===== src/rtl/user_fpga_test_core_pkg.sv =====
`default_nettype none
// ============================================================================
// Module      : user_fpga_test_core_pkg
// Description : Shared types and constants for the template-matching core.
// Revision    : 1.0 - initial release
// ============================================================================
package user_fpga_test_core_pkg;

    typedef enum logic [2:0] {
        IDLE     = 3'd0,
        LOAD_TPL = 3'd1,
        LOAD_WIN = 3'd2,
        SCORE    = 3'd3,
        WRITE    = 3'd4,
        DONE     = 3'd5
    } state_t;

    localparam int INT_W  = 10;
    localparam int FRAC_W = 54;

    // Signed fixed point, bit range [9:-54]
    typedef logic signed [INT_W+FRAC_W-1:0] score_t;

    localparam score_t     SCORE_MIN  = 64'sh8000_0000_0000_0000;
    localparam logic [6:0] WB_ROW     = 7'd127;
    localparam logic [6:0] WB_COL     = 7'd127;
    localparam logic       WB_TEM_WIN = 1'b1;

endpackage
`default_nettype wire


===== src/rtl/user_fpga_test_core_log2_approx.sv =====
`default_nettype none
// ============================================================================
// Module      : log2_approx
// Description : Piecewise-linear log2: integer part = MSB position, fraction =
//               the bits below the MSB left-aligned (truncated).
// Revision    : 1.0 - initial release
// ============================================================================
module log2_approx
    import user_fpga_test_core_pkg::*;
#(
    parameter int WIDTH = 22
) (
    input  logic [WIDTH-1:0] x,
    output logic             is_zero,
    output score_t           log2_x
);

    localparam int POS_W = $clog2(WIDTH);

    logic [POS_W-1:0] w_msb_pos;
    logic [WIDTH-2:0] w_below;
    logic [FRAC_W-1:0] w_frac;

    always_comb begin
        w_msb_pos = '0;
        for (int i = 0; i < WIDTH; i++) begin
            if (x[i]) begin
                w_msb_pos = POS_W'(i);
            end
        end
    end

    // The MSB itself only ever lands at bit WIDTH-1, so shifting the lower bits suffices
    assign w_below = x[WIDTH-2:0] << (POS_W'(WIDTH-1) - w_msb_pos);
    assign w_frac  = {w_below, {(FRAC_W-WIDTH+1){1'b0}}};
    assign is_zero = (x == '0);
    assign log2_x  = {INT_W'(w_msb_pos), w_frac};

endmodule
`default_nettype wire


===== src/rtl/user_fpga_test_core.sv =====
`default_nettype none
// ============================================================================
// Module      : user_fpga_test_core
// Description : Loads a template, scores every non-overlapping image tile with
//               a log-domain NCC approximation, and writes back the best index.
// Revision    : 1.0 - initial release
// ============================================================================
module user_fpga_test_core
    import user_fpga_test_core_pkg::*;
#(
    parameter int TPL_N = 8,
    parameter int IMG_N = 128
) (
    input  logic        clk,
    input  logic        rst_n,
    input  logic        ready_2_start,
    input  logic [31:0] read_data,
    output logic        req,
    output logic        rd_wr,
    output logic [31:0] write_data,
    output logic [6:0]  row,
    output logic [6:0]  col,
    output logic        tem_win,
    output logic        set_done,
    output logic [63:0] greatestNCCLog2,
    output logic [8:0]  greatestWindowIndex
);

    localparam int TPL_PIX = TPL_N * TPL_N;
    localparam int PIX_W   = (TPL_PIX > 1) ? $clog2(TPL_PIX) : 1;
    localparam int TILES   = IMG_N / TPL_N;
    localparam int ACC_W   = (16 + PIX_W > 22) ? 16 + PIX_W : 22;
    localparam int IDX_W   = 9;
    localparam int CRD_W   = 7;

    state_t             state_q, state_d;
    logic               phase_q, phase_d;
    logic [CRD_W-1:0]   prow_q, prow_d, pcol_q, pcol_d;
    logic [CRD_W-1:0]   trow_q, trow_d, tcol_q, tcol_d;
    logic [ACC_W-1:0]   et_q, et_d, c_q, c_d, ew_q, ew_d;
    score_t             best_q, best_d;
    logic [IDX_W-1:0]   best_idx_q, best_idx_d;
    logic [CRD_W-1:0]   row_q, row_d, col_q, col_d;
    logic               tem_win_q, tem_win_d;
    logic [7:0]         tpl_mem_q [TPL_PIX];

    logic               w_tpl_we;
    logic [7:0]         w_pix, w_tpl_pix;
    logic               w_unused_hi;
    logic [PIX_W-1:0]   w_pidx;
    logic [15:0]        w_sq, w_tw;
    logic               w_last_col, w_last_pix, w_last_tile_col, w_last_tile;
    logic [CRD_W-1:0]   w_pcol_nxt, w_prow_nxt;
    logic [CRD_W-1:0]   w_win_row, w_win_col;
    logic [IDX_W-1:0]   w_win_idx;
    logic               w_zc, w_zt, w_zw;
    score_t             w_log_c, w_log_t, w_log_w, w_score;

    assign w_pix       = read_data[7:0];
    assign w_unused_hi = ^read_data[31:8];
    assign w_pidx      = PIX_W'(prow_q) * PIX_W'(TPL_N) + PIX_W'(pcol_q);
    assign w_tpl_pix   = tpl_mem_q[w_pidx];
    assign w_sq        = 16'(w_pix) * 16'(w_pix);
    assign w_tw        = 16'(w_tpl_pix) * 16'(w_pix);

    assign w_last_col      = (pcol_q == CRD_W'(TPL_N - 1));
    assign w_last_pix      = w_last_col && (prow_q == CRD_W'(TPL_N - 1));
    assign w_last_tile_col = (tcol_q == CRD_W'(TILES - 1));
    assign w_last_tile     = w_last_tile_col && (trow_q == CRD_W'(TILES - 1));
    assign w_pcol_nxt      = w_last_col ? '0 : pcol_q + 1'b1;
    assign w_prow_nxt      = w_last_pix ? '0 : (w_last_col ? prow_q + 1'b1 : prow_q);

    assign w_win_row = trow_q * CRD_W'(TPL_N) + prow_q;
    assign w_win_col = tcol_q * CRD_W'(TPL_N) + pcol_q;
    assign w_win_idx = IDX_W'(trow_q) * IDX_W'(TILES) + IDX_W'(tcol_q);

    log2_approx #(.WIDTH(ACC_W)) u_log_c (.x(c_q),  .is_zero(w_zc), .log2_x(w_log_c));
    log2_approx #(.WIDTH(ACC_W)) u_log_t (.x(et_q), .is_zero(w_zt), .log2_x(w_log_t));
    log2_approx #(.WIDTH(ACC_W)) u_log_w (.x(ew_q), .is_zero(w_zw), .log2_x(w_log_w));

    assign w_score = (w_zc || w_zt || w_zw) ? SCORE_MIN
                                            : (w_log_c <<< 1) - w_log_t - w_log_w;

    always_comb begin
        state_d    = state_q;
        phase_d    = phase_q;
        prow_d     = prow_q;
        pcol_d     = pcol_q;
        trow_d     = trow_q;
        tcol_d     = tcol_q;
        et_d       = et_q;
        c_d        = c_q;
        ew_d       = ew_q;
        best_d     = best_q;
        best_idx_d = best_idx_q;
        row_d      = row_q;
        col_d      = col_q;
        tem_win_d  = tem_win_q;
        w_tpl_we   = 1'b0;
        req        = 1'b0;
        rd_wr      = 1'b0;
        write_data = '0;

        unique case (state_q)
            IDLE: begin
                if (ready_2_start) begin
                    state_d = LOAD_TPL;
                    phase_d = 1'b0;
                    prow_d  = '0;
                    pcol_d  = '0;
                    trow_d  = '0;
                    tcol_d  = '0;
                end
            end
            LOAD_TPL: begin
                if (!phase_q) begin
                    req       = 1'b1;
                    row_d     = prow_q;
                    col_d     = pcol_q;
                    tem_win_d = 1'b1;
                    phase_d   = 1'b1;
                end else begin
                    w_tpl_we = 1'b1;
                    et_d     = et_q + ACC_W'(w_sq);
                    phase_d  = 1'b0;
                    pcol_d   = w_pcol_nxt;
                    prow_d   = w_prow_nxt;
                    if (w_last_pix) begin
                        state_d = LOAD_WIN;
                    end
                end
            end
            LOAD_WIN: begin
                if (!phase_q) begin
                    req       = 1'b1;
                    row_d     = w_win_row;
                    col_d     = w_win_col;
                    tem_win_d = 1'b0;
                    phase_d   = 1'b1;
                end else begin
                    c_d     = c_q + ACC_W'(w_tw);
                    ew_d    = ew_q + ACC_W'(w_sq);
                    phase_d = 1'b0;
                    pcol_d  = w_pcol_nxt;
                    prow_d  = w_prow_nxt;
                    if (w_last_pix) begin
                        state_d = SCORE;
                    end
                end
            end
            SCORE: begin
                // Strict compare keeps the earlier window on ties
                if (w_score > best_q) begin
                    best_d     = w_score;
                    best_idx_d = w_win_idx;
                end
                if (w_last_tile) begin
                    state_d = WRITE;
                end else begin
                    state_d = LOAD_WIN;
                    c_d     = '0;
                    ew_d    = '0;
                    tcol_d  = w_last_tile_col ? '0 : tcol_q + 1'b1;
                    trow_d  = w_last_tile_col ? trow_q + 1'b1 : trow_q;
                end
            end
            WRITE: begin
                req        = 1'b1;
                rd_wr      = 1'b1;
                row_d      = WB_ROW;
                col_d      = WB_COL;
                tem_win_d  = WB_TEM_WIN;
                write_data = {23'b0, best_idx_q};
                state_d    = DONE;
            end
            DONE: begin
            end
            default: begin
                state_d = IDLE;
            end
        endcase
    end

    // Address lines follow the live request and otherwise hold the last one issued
    assign row     = req ? row_d     : row_q;
    assign col     = req ? col_d     : col_q;
    assign tem_win = req ? tem_win_d : tem_win_q;

    assign set_done            = (state_q == DONE);
    assign greatestNCCLog2     = best_q;
    assign greatestWindowIndex = best_idx_q;

    always_ff @(posedge clk or negedge rst_n) begin
        if (!rst_n) begin
            state_q    <= IDLE;
            phase_q    <= 1'b0;
            prow_q     <= '0;
            pcol_q     <= '0;
            trow_q     <= '0;
            tcol_q     <= '0;
            et_q       <= '0;
            c_q        <= '0;
            ew_q       <= '0;
            best_q     <= SCORE_MIN;
            best_idx_q <= '0;
            row_q      <= '0;
            col_q      <= '0;
            tem_win_q  <= 1'b0;
        end else begin
            state_q    <= state_d;
            phase_q    <= phase_d;
            prow_q     <= prow_d;
            pcol_q     <= pcol_d;
            trow_q     <= trow_d;
            tcol_q     <= tcol_d;
            et_q       <= et_d;
            c_q        <= c_d;
            ew_q       <= ew_d;
            best_q     <= best_d;
            best_idx_q <= best_idx_d;
            row_q      <= row_d;
            col_q      <= col_d;
            tem_win_q  <= tem_win_d;
        end
    end

    always_ff @(posedge clk) begin
        if (w_tpl_we) begin
            tpl_mem_q[w_pidx] <= w_pix;
        end
    end

endmodule
`default_nettype wire


===== config.mk =====
export PLATFORM = sky130hd
export DESIGN_NAME = user_fpga_test_core
export DESIGN_NICKNAME = d
export VERILOG_FILES = /design/src/rtl/user_fpga_test_core_pkg.sv /design/src/rtl/user_fpga_test_core_log2_approx.sv /design/src/rtl/user_fpga_test_core.sv
export SDC_FILE = /design/constraint.sdc
export NUM_CORES = 2
export LEC_CHECK = 0
export CORE_MARGIN = 3
export CORE_UTILIZATION = 65
export DETAILED_ROUTE_END_ITERATION = 10
export PLACE_DENSITY = 0.85
export SETUP_SLACK_MARGIN = 0.5
export SKIP_LAST_GASP = 1
export SYNTH_ARGS = -nofsm -noshare
export SYNTH_HDL_FRONTEND = slang
export SYNTH_SLANG_ARGS = --single-unit

===== constraint.sdc =====
create_clock -name clk -period 20.9 [get_ports clk]
set_clock_uncertainty 0.15 [all_clocks]
set_input_delay 3.135 -clock clk [delete_from_list [all_inputs] [get_ports clk]]
set_output_delay 3.135 -clock clk [all_outputs]
set_load 0.01 [all_outputs]

==> results.toml <==
[hold_path]
hold_depth = 1
hold_path.class = "reg -> reg"

[timing]
slew_headroom = 0.191
fmax_ghz = 0.0835
setup-tns-final_ps = 0
finalSetupViolations = 0
slew_violations = 0
final-hold-violation-count = 0
period_share = 0.573
post-route-min-period_ps = 11980
tightest_slew_ps = 1210
rsz0062_at_grt = "false"

[critical_path]
critPathMostFrequentCell = "ha_1"
crit_slowest_cell = "ha_1"
crit_arrival_ps = 12340
r2r.worst_path.cells = 40
start_kind = "register"
critPathRequiredTime_ps = 21260
max_stage_delay_ps = 680
cp-end-kind = "register"
path_max_fanout = 53
worstSetupPathType = "reg -> reg"

[clocking]
clk_latency_ps = 650
clockBufferDepth = 3
post_cts.repair.setup_buffers = 0
cts_htree_levels = 3
cts_tree = "done"
root_buffer = "clkbuf_16"
cts-buffers-inserted = 68
ctsResizeCount = 0
cts.sinks = 664
clk_pin_slew_worst_paths_ps = 70
ctsHoldBuffers = 0

[synthesis]
synth_top_cell_by_area = "edfxtp_1"
synth_top_area_frac = 0.402
synthArstFlopShare = 0.229
netlist_area_sq_mm = 0.0382
synth.area.top_cells = "edfxtp_1 (40%), dfrtp_1 (9.9%), ha_1 (6.5%)"
yosysWarnings = 0
yosysUniqueCellTypes = 93
synth_edf_count = 512
ys_seq_area_frac = 0.502
ys_ff_latch = 664
synthFlopType = "edfxtp_1"
netlist_instances = 3434
avgSynthCellArea_sq_um = 11.1

[drt]
totalWireLength_mm = 103
num_vias = 28715
drtIter0Drc = 3550
ant_nets = 0
wire_per_inst_um = 24.0
drt-vias-per-instance = 6.72
drt_first_pass_iters = 8
drc_errors = 0

[global_route]
grt_usage = 0.325
antenna_found_initial = 1
grt_max_degree = 88
grt-ovfl-total = 0
grt_pass1_vias = 28574
grt_pass1_wl_mm = 159

[layout]
drive_gt1_frac = 0.0659
final_common_cell = "edfxtp_1"
nets = 3769
areaGrowthSynthToFinish_pct = 9.05
final_cell_mix = "edfxtp_1 (512), nand2_1 (275), nor2_1 (246), inv_1 (199), ha_1 (198)"

[floorplanning]
die_w_um = 248
core_area_sq_mm = 0.0579
io_pins = 158
fp.dieH_um = 248
die_area_sq_mm = 0.0617
initial_core_util = 0.660
rows = 88

[place]
hpwl_mm = 68.1
gp_congestion = 0.967
numPortBuffers = 77

[run_status]
status = "completed"

[job]
cap_violations = 0
kinds of logic (layout without fill, tap and decap cells):
logic type,Yosys count,in the layout,share of synthesized area
adder cells (fa/ha/maj),279,279,0.107
XOR/XNOR,125,125,0.0291
buffers and inverters,419,435,0.0473
flip-flops,664,664,0.502
AO/OA/AOI/OAI,954,954,0.171
AND/OR/NAND/NOR,876,876,0.108
multiplexers,115,115,0.0352
other,2,60,0.000197
cell usage after synthesis, types with 47 or more instances:
cell	count
nand3_1	67
and2_1	47
a22o_1	67
fa_1	81
a21oi_1	166
ha_1	198
a221oi_1	69
xnor2_1	78
a22oi_1	138
dfrtp_1	151
o21ai_0	169
a31oi_1	79
nand2_1	275
inv_1	199
buf_4	57
edfxtp_1	512
clkbuf_1	133
mux2i_1	78
nor2_1	247
a21o_1	58
sequential cells by signal, indices dropped and copies added (netlist names):
register,flops
c_q,22
col_q,7
et_q,22
ew_q,22
greatestNCCLog2,30
greatestWindowIndex,9
pcol_q,7
phase_q,1
prow_q,7
row_q,7
state_q,3
tcol_q,7
tem_win_q,1
tpl_mem_q,512
trow_q,7
worst paths after layout:
| kind | start | endpoint | slack (ps) |
|---|---|---|---|
| worst max register to register | c_q[2] | greatestWindowIndex[4] | 8920 |
| max in group asynchronous | rst_n | et_q[18] | 16740 |
| worst min register to register | col_q[2] | col_q[2] | 360 |
| worst max-delay path | c_q[2] | greatestWindowIndex[4] | 8920 |
| worst min-delay path | col_q[2] | col_q[2] | 360 |
| min in group asynchronous | rst_n | trow_q[3] | 2430 |
critical path, delay by kind of cell (launching register included):
kind | cells | cell delay [ps]
AO/OA/AOI/OAI | 14 | 3550
XOR/XNOR | 1 | 90
adder cells (fa/ha/maj) | 4 | 1740
buffers and inverters | 3 | 1780
flip-flops | 1 | 450
multiplexers | 3 | 1440
AND/OR/NAND/NOR | 15 | 2640
stage by stage:
| stage | utilization | instance area (sq um) | setup WS [ps] | hold WS, ps | cells |
|---|---|---|---|---|---|
| finish | 0.719 | 41700 | 8920 | 361 | 4273 |
| floorplan | - | 38400 | 11980 | 331 | 3490 |
| global route | 0.719 | 41700 | 8080 | 387 | 4272 |
| global placement | 0.680 | 39400 | 9340 | 340 | 4150 |
| detailed placement | 0.680 | 39400 | 9170 | 352 | 4150 |
| CTS | 0.719 | 41700 | 9120 | 366 | 4271 |
layout make-up:
type | count | area, sq um
Timing Repair Buffer | 111 | 987
Clock inverter | 39 | 520
Inverter | 203 | 762
Antenna cell | 2 | 5.00
Multi-Input combinational cell | 2407 | 17500
Fill cell | 3849 | 16200
Clock buffer | 82 | 1770
Tap cell | 765 | 957
Sequential cell | 664 | 19200
layer usage:
| metal | wire (um) | track usage |
|---|---|---|
| met4 | 5800 | 0.180 |
| met3 | 8780 | 0.0504 |
| met2 | 50500 | 0.551 |
| met5 | 0 | 0 |
| met1 | 37600 | 0.402 |
Power is not shown: default switching activity piles up to over one toggle a cycle in this logic, so the estimate is an artifact.
